`config.mk`:
```
export PLATFORM = sky130hd
export DESIGN_NAME = matrix_scan_driver
export DESIGN_NICKNAME = d
export VERILOG_FILES = /design/src/rtl/matrix_scan_driver.sv
export SDC_FILE = /design/constraint.sdc
export NUM_CORES = 1
export LEC_CHECK = 0
export BUFFER_PORTS_ARGS = -buffer_cell sky130_fd_sc_hd__buf_2
export CORE_MARGIN = 2
export CORE_UTILIZATION = 30
export CTS_BUF_LIST = sky130_fd_sc_hd__clkbuf_4 sky130_fd_sc_hd__clkbuf_8 sky130_fd_sc_hd__clkbuf_16
export DETAILED_ROUTE_END_ITERATION = 10
export GPL_TIMING_DRIVEN = 0
export PLACE_DENSITY = 0.5
export SLEW_MARGIN = 20
export SYNTH_ARGS = -nofsm -noshare
export SYNTH_HDL_FRONTEND = slang
export SYNTH_SLANG_ARGS = --single-unit
```
`constraint.sdc`:
```
create_clock -name clk -period 16.2 [get_ports clk]
set_input_delay 2.43 -clock clk [delete_from_list [all_inputs] [get_ports clk]]
set_output_delay 2.43 -clock clk [all_outputs]
set_load 0.02 [all_outputs]
```
`src/rtl/matrix_scan_driver.sv`:
```
// Row-multiplexed driver for an 8x8 red/green LED matrix with per-row blanking and per-frame snapshot.
// Optional PWM dimming of the column lines when MATRIX_SCAN_DIM_EN is defined.
module matrix_scan_driver #(
    parameter int DWELL = 12500,
    parameter int BLANK = 250
) (
    input  logic         clk,
    input  logic         rst,
    input  logic         en,
`ifdef MATRIX_SCAN_DIM_EN
    input  logic [3:0]   dim,
`endif
    input  logic [127:0] matrix_data,
    output logic [7:0]   row_sel,
    output logic [7:0]   col_r,
    output logic [7:0]   col_g,
    output logic         frame_start
);
    localparam int NROWS = 8;
    localparam int NCOLS = 8;
    localparam int MAXN  = (DWELL > BLANK) ? DWELL : BLANK;
    localparam int CW    = (MAXN > 1) ? $clog2(MAXN) : 1;
    localparam logic [CW-1:0] BLANK_LAST = CW'(BLANK - 1);
    localparam logic [CW-1:0] DWELL_LAST = CW'(DWELL - 1);

    typedef enum logic [1:0] {S_IDLE, S_BLANK, S_SHOW} state_t;

    typedef struct packed {
        logic [NROWS-1:0] row_sel;
        logic [NCOLS-1:0] col_r;
        logic [NCOLS-1:0] col_g;
        logic             frame_start;
    } drive_t;

    state_t                 state_q, state_d;
    logic [2:0]             row_q, row_d;
    logic [CW-1:0]          cnt_q, cnt_d;
    logic                   cap;
    logic [NROWS-1:0][15:0] frame_q, frame_d;
    logic [15:0]            row_bits;
    logic [NCOLS-1:0]       col_r_d, col_g_d;
    logic                   show_d, lit_d;
    drive_t                 drv_q, drv_d;

    always_comb begin
        state_d = state_q;
        row_d   = row_q;
        cnt_d   = cnt_q + CW'(1);
        cap     = 1'b0;
        case (state_q)
            S_IDLE: begin
                cnt_d = '0;
                if (en) begin
                    state_d = S_BLANK;
                    row_d   = '0;
                    cap     = 1'b1;
                end
            end
            S_BLANK: begin
                if (cnt_q == BLANK_LAST) begin
                    state_d = S_SHOW;
                    cnt_d   = '0;
                end
            end
            S_SHOW: begin
                if (cnt_q == DWELL_LAST) begin
                    state_d = S_BLANK;
                    cnt_d   = '0;
                    row_d   = row_q + 3'd1;
                    cap     = (row_q == 3'd7);
                end
            end
            default: begin
                state_d = S_IDLE;
                row_d   = '0;
                cnt_d   = '0;
            end
        endcase
        // Disable wins over everything, including a pending capture.
        if (!en) begin
            state_d = S_IDLE;
            row_d   = '0;
            cnt_d   = '0;
            cap     = 1'b0;
        end
    end

    // Outputs are registered from the next state so they line up with the state register.
    assign frame_d  = cap ? matrix_data : frame_q;
    assign row_bits = frame_d[row_d];
    assign show_d   = (state_d == S_SHOW);

    for (genvar c = 0; c < NCOLS; c++) begin : g_col
        assign col_r_d[c] = row_bits[2*c];
        assign col_g_d[c] = row_bits[2*c+1];
    end

`ifdef MATRIX_SCAN_DIM_EN
    logic [3:0] phase_q, phase_d;
    assign phase_d = (state_q == S_SHOW) ? phase_q + 4'd1 : 4'd0;
    assign lit_d   = show_d && (phase_d <= dim);

    always_ff @(posedge clk or posedge rst) begin
        if (rst) phase_q <= '0;
        else     phase_q <= show_d ? phase_d : 4'd0;
    end
`else
    assign lit_d = show_d;
`endif

    always_comb begin
        drv_d             = '0;
        drv_d.row_sel     = show_d ? (8'd1 << row_d) : 8'd0;
        drv_d.col_r       = lit_d ? col_r_d : 8'd0;
        drv_d.col_g       = lit_d ? col_g_d : 8'd0;
        drv_d.frame_start = cap;
    end

    always_ff @(posedge clk or posedge rst) begin
        if (rst) begin
            state_q <= S_IDLE;
            row_q   <= '0;
            cnt_q   <= '0;
            frame_q <= '0;
            drv_q   <= '0;
        end else begin
            state_q <= state_d;
            row_q   <= row_d;
            cnt_q   <= cnt_d;
            frame_q <= frame_d;
            drv_q   <= drv_d;
        end
    end

    assign row_sel     = drv_q.row_sel;
    assign col_r       = drv_q.col_r;
    assign col_g       = drv_q.col_g;
    assign frame_start = drv_q.frame_start;
endmodule

```
* After elaboration in Yosys (flattened, before gate mapping) *
Cells that the tools add are included.

word-level totals
  output and inout port bits = 25
  register bits = 172
  word-level logic and storage cells = 46

cells by class
  eq/ne operators = 6
  magnitude comparators = 1
  add/sub/neg operators = 2
  shift operators = 1
  reductions and logical operators = 1
  mux-type cells = 20

operators by type and width
  cell                                                                   count
  128-bit 2-to-1 mux                                                     1
  16-bit binary-select mux with 3-bit select                             1
  14-bit 2-to-1 mux                                                      3
  14-bit case mux with 2 select lines                                    1
  8-bit 2-to-1 mux                                                       3
  16-bit 2-to-1 mux                                                      1
  14-bit by 1-bit adder with 14-bit output (second input constant)       1
  14-bit == test (second input constant)                                 1
  14-bit by 8-bit == test with 1-bit output (second input constant)      1
  1-bit by 3-bit left shift with 8-bit output (first input constant)     1
  2-bit 2-to-1 mux                                                       3
  3-bit 2-to-1 mux                                                       2
  2-bit case mux with 3 select lines                                     1
  3-bit case mux with 2 select lines                                     1
  2-bit == test (second input constant)                                  2
  3-bit by 4-bit < comparator with 1-bit output (second input constant)  1
  3-bit by 1-bit adder with 3-bit output (second input constant)         1
  3-bit == test (second input constant)                                  1
  2-bit by 1-bit == test with 1-bit output (second input constant)       1
  2-bit zero test                                                        1
  1-bit 2-to-1 mux                                                       2
  1-bit case mux with 2 select lines                                     1

* Logic depth before layout (Yosys ltp) *
  word-level depth = 8
  gate-level depth with buffers = 12

* Least setup slack after synthesis *
OpenSTA, ideal clock, no wires.

  path type = in2reg
  from = input port en
  to = register drv_q, in the netlist col_g[7]
  required time = 16.073 ns
  setup slack = 11.942 ns
  cell stages on the path = 7
  setup time = 0.127 ns
  arrival = 4.131 ns
  cell sequence = nand3_1 -> o31ai_1 -> clkbuf_1 -> mux2_2 -> or4b_1 -> o2111ai_1 -> o21ai_1

RTL lines
  what                  RTL line  source
  from (decl)           9         input logic en,
  to (signal assigned)  131       drv_q <= drv_d;
  to (decl)             43        drive_t drv_q, drv_d;

==> results summary <==
The cell depth of the worst flop-to-flop path is 8. Ranked by instance count, the synthesized netlist is headed by sky130_fd_sc_hd__dfrtp_1, sky130_fd_sc_hd__mux2_2, sky130_fd_sc_hd__inv_1, sky130_fd_sc_hd__mux2i_1, sky130_fd_sc_hd__nor2_1. The total number of vias came out at 5476.

The final worst hold slack is 0.479 ns. Subtracting the final worst setup slack from the clock period gives 4.42 ns. The initial antenna violation count was 0.

The type of element launching the critical path is a primary input. By area, the combinational part of the netlist is dominated by multiplexers. For this run, the total global-route usage over all layers was measured as 0.176. The routed wire length on met3 came out at 949 um. The number of different library cells used by synthesis comes to 49. The first global-routing pass estimated 34500 um of wire. The cell area after layout came out at 9540 sq um. The via count of the first global-routing pass was 5718. The post-layout total power came out at 0.00107 W. The area growth from synthesis to layout is 24.3%.

The post-route clock period utilization came out at 0.273. The setup skew after layout came out at 0.0157 ns. The relative slew slack came out at 0.360. The first routing iteration left 382 violations. The quantity of hold-fixing buffers added after cts came out at 0. The count of inserted antenna diode cells came out at 0.

The power share of the clock group came out at 0.412. Of the total synthesized cell area, the portion taken by AND, OR, NAND and NOR gates is 0.0786. For this run, the leading register cell type out of synthesis is sky130_fd_sc_hd__dfrtp_1. Entering global routing, the biggest net connects 100 pins. The endpoint identified for the worst register-to-register timing path is col_r[3]. The total net switching power came out at 0.000269 W.

The total of max-cap violations is 0. The wire length on met2 is 10700 um. The floorplan step set the die width to 164 um. The final cell count without fillers came out at 1148.

The detailed placer's ending HPWL came out at 16800 um. The initial cell density of the core came out at 0.305. Of the total synthesized cell area, the portion taken by full adders, half adders and majority gates is 0.0131.

The core outline area came out at 25100 sq um. The maximum buffer depth of the clock tree is 2. The total negative slack came out at 0 ns. The fraction of synthesized cell area in xor and xnor cells came out at 0.0137. The cell area after placement came out at 8900 sq um.

In the synthesized netlist, the number of instances is 630. In the final design database the tool counted 944 nets. The relative contribution of sequential cells to total power is 0.463.

The sequential share of the synthesized area came out at 0.561. The top-level port count is 156. Data arrives at the worst endpoint at 4.72 ns.

The peak fanout along the critical path came out at 10. The average wire per standard cell came out at 19.7 um. The number of buffers created by CTS is 17. In this run the clock root is driven by a sky130_fd_sc_hd__clkbuf_16. Of the total power, the share spent switching nets is 0.252. The capturing element of the worst setup path is col_r[3]. The timing startpoint of the critical path is en. During placement, the flow inserted port buffers numbering 155. The cell row count is 58. For this run, the detailed router's first-pass iteration total came to 5. The type of element capturing the critical path is a flop. The residual overflow from global routing is 0. Among all cell types in the netlist, the one instantiated most often is sky130_fd_sc_hd__dfrtp_1. The number of synthesized flops with an enable pin came out at 0.

Across the VDD grid, the largest voltage drop is 0.0526 mV. The total nets after synthesis came out at 769. The startpoint of the worst hold path is frame_q[74].

The synthesized area per cell came out at 12.2 sq um. The share of cells above drive strength 1 came out at 0.347. The number of vias per cell is 4.77. The depth of the CTS H-tree is 4. The worst-case register-to-register setup slack came out at 12.42 ns. The clock drives 172 sinks. The data required time at the worst endpoint came out at 16.50 ns. The run finished with clean final reports. The worst-margin pin slew is 0.955 ns. The share of synthesized registers carrying an async set or reset came out at 1.00.

The number of setup violations in the final report came out at 0. The internal power came out at 0.000797 W. The floorplan die area came out at 26900 sq um. The post-synthesis instance area is 7670 sq um. The mux cell area share after synthesis is 0.179.

The number of cells upsized or downsized after cts came out at 0. The total power divided by cell area came out at 112 nW/um^2. The uppermost metal layer occupied by signal nets is met4. For this design the static power due to leakage is 4.44 nW.

In this run, placement finished with an instance count of 1116. The startpoint of the worst register-to-register path is cnt_q[9]. The total count of hold-check failures in the final report came out at 0.

After clock tree synthesis, the clock-pin slew on the worst setup and hold paths is 0.07 ns. The flip-flop and latch count after synthesis is 172. The count of unresolved DRC violations after routing is 0.

The total count of max-transition violations in the final report is 0. The library cell occupying the most area in the post-synthesis netlist is sky130_fd_sc_hd__dfrtp_1. After clock tree synthesis, the setup repair step added 0 buffers. The critical path is of the primary input to flop type. The CTS tree is done.

The area fraction of the dominant cell type after synthesis is 0.561. The residual antenna-violating net count after detailed routing came out at 0. In this run the worst hold path is classified as flop to flop. Yosys printed 0 warnings.

Setup repair after global routing left no endpoint under its margin. The clock insertion delay at the later pin of the skew report is 0.44 ns. The detailed-route wire length on metal 1 came out at 10800 um. In this run the vertical extent of the chip is 164 um. After synthesis, the cell types taking the most area are sky130_fd_sc_hd__dfrtp_1, sky130_fd_sc_hd__mux2_2, sky130_fd_sc_hd__mux2i_1, sky130_fd_sc_hd__a32oi_1, sky130_fd_sc_hd__o2111ai_1. The global placement routability congestion is 0.753. The relative contribution of combinational cells to total power is 0.125.

The fraction of the mapped netlist area in compound gates came out at 0.0984. The fmax is 0.226 GHz. For this block, the routed nets add up to 22600 um of wire.
## kinds of logic after synthesis
logic type	after synthesis
buf+inv	103
compound gates	96
simple gates	111
flops	172
mux	128
fa+ha+maj	8
xor+xnor	12
## state kept, by name, indices dropped and copies added, names as in the netlist
name and flops:
col_r 8, state_q 2, cnt_q 14, frame_start 1
row_sel 8, frame_q 128, row_q 3, col_g 8
## worst min path at each step
stage	depth (start not counted)	slack [ns]	to
3_5_place_dp	2	0.47	frame_q[58]
6_report	2	0.48	frame_q[74]
2_1_floorplan	2	0.45	frame_q[102]
4_1_cts	2	0.48	frame_q[60]
3_3_place_gp	2	0.46	frame_q[74]
5_1_grt	2	0.50	frame_q[110]
## worst max-delay path: stages
cell and delay [ns]:
sky130_fd_sc_hd__buf_2 0.13, sky130_fd_sc_hd__nand2_1 0.12, sky130_fd_sc_hd__a211oi_1 0.77, sky130_fd_sc_hd__nand2_1 0.25, sky130_fd_sc_hd__clkbuf_1 0.41, sky130_fd_sc_hd__o2111ai_1 0.48, sky130_fd_sc_hd__o21ai_1 0.13
## power groups by stage
stage / clock (W) / combinational (W) / sequential [W]
final: 0.000439 / 0.000134 / 0.000493
after global routing: 0.000470 / 0.000149 / 0.000499
after CTS: 0.000451 / 0.000136 / 0.000494
after detailed placement: 0 / 0.000135 / 0.000502
after global placement: 0 / 0.000132 / 0.000501
after floorplan: 0 / 0.0000896 / 0.000499
## per-layer routing
| metal | vias to the layer above | track usage |
|---|---|---|
| li1 | 2616 | - |
| met1 | 2708 | 0.247 |
| met2 | 135 | 0.280 |
| met3 | 17 | 0.0328 |
| met4 | 0 | 0.0455 |
| met5 | - | 0 |
## placed cells by master, fill, tap and decap left out, types with 6 or more instances in the layout
cell / count
sky130_fd_sc_hd__xor2_1: 6
sky130_fd_sc_hd__nor2_1: 43
sky130_fd_sc_hd__buf_2: 166
sky130_fd_sc_hd__clkbuf_1: 21
sky130_fd_sc_hd__ha_1: 8
sky130_fd_sc_hd__mux2i_1: 56
sky130_fd_sc_hd__or4b_1: 14
sky130_fd_sc_hd__a32oi_1: 29
sky130_fd_sc_hd__clkbuf_16: 17
sky130_fd_sc_hd__xnor2_1: 6
sky130_fd_sc_hd__inv_1: 62
sky130_fd_sc_hd__o21ai_1: 15
sky130_fd_sc_hd__o2111ai_1: 29
sky130_fd_sc_hd__mux2_2: 72
sky130_fd_sc_hd__nand2_1: 17
sky130_fd_sc_hd__nand3_1: 8
sky130_fd_sc_hd__dfrtp_1: 172
## per-stage QoR
| stage | utilization | setup slack [ns] |
|---|---|---|
| 2_1_floorplan | - | 9.11 |
| 5_1_grt | 0.380 | 11.58 |
| 6_report | 0.380 | 11.78 |
| 3_5_place_dp | 0.354 | 11.24 |
| 4_1_cts | 0.380 | 11.71 |
| 3_3_place_gp | 0.353 | 6.74 |
## area by class of cell
cell class	instances	area (sq um)
Buffer	40	194
Clock buffer	19	453
Clock inverter	13	176
Fill cell	2553	15600
Inverter	63	244
Multi-Input combinational cell	355	2950
Sequential cell	172	4300
Tap cell	330	413
Timing Repair Buffer	156	803
Note: power is estimated with default switching activity, not from simulation.
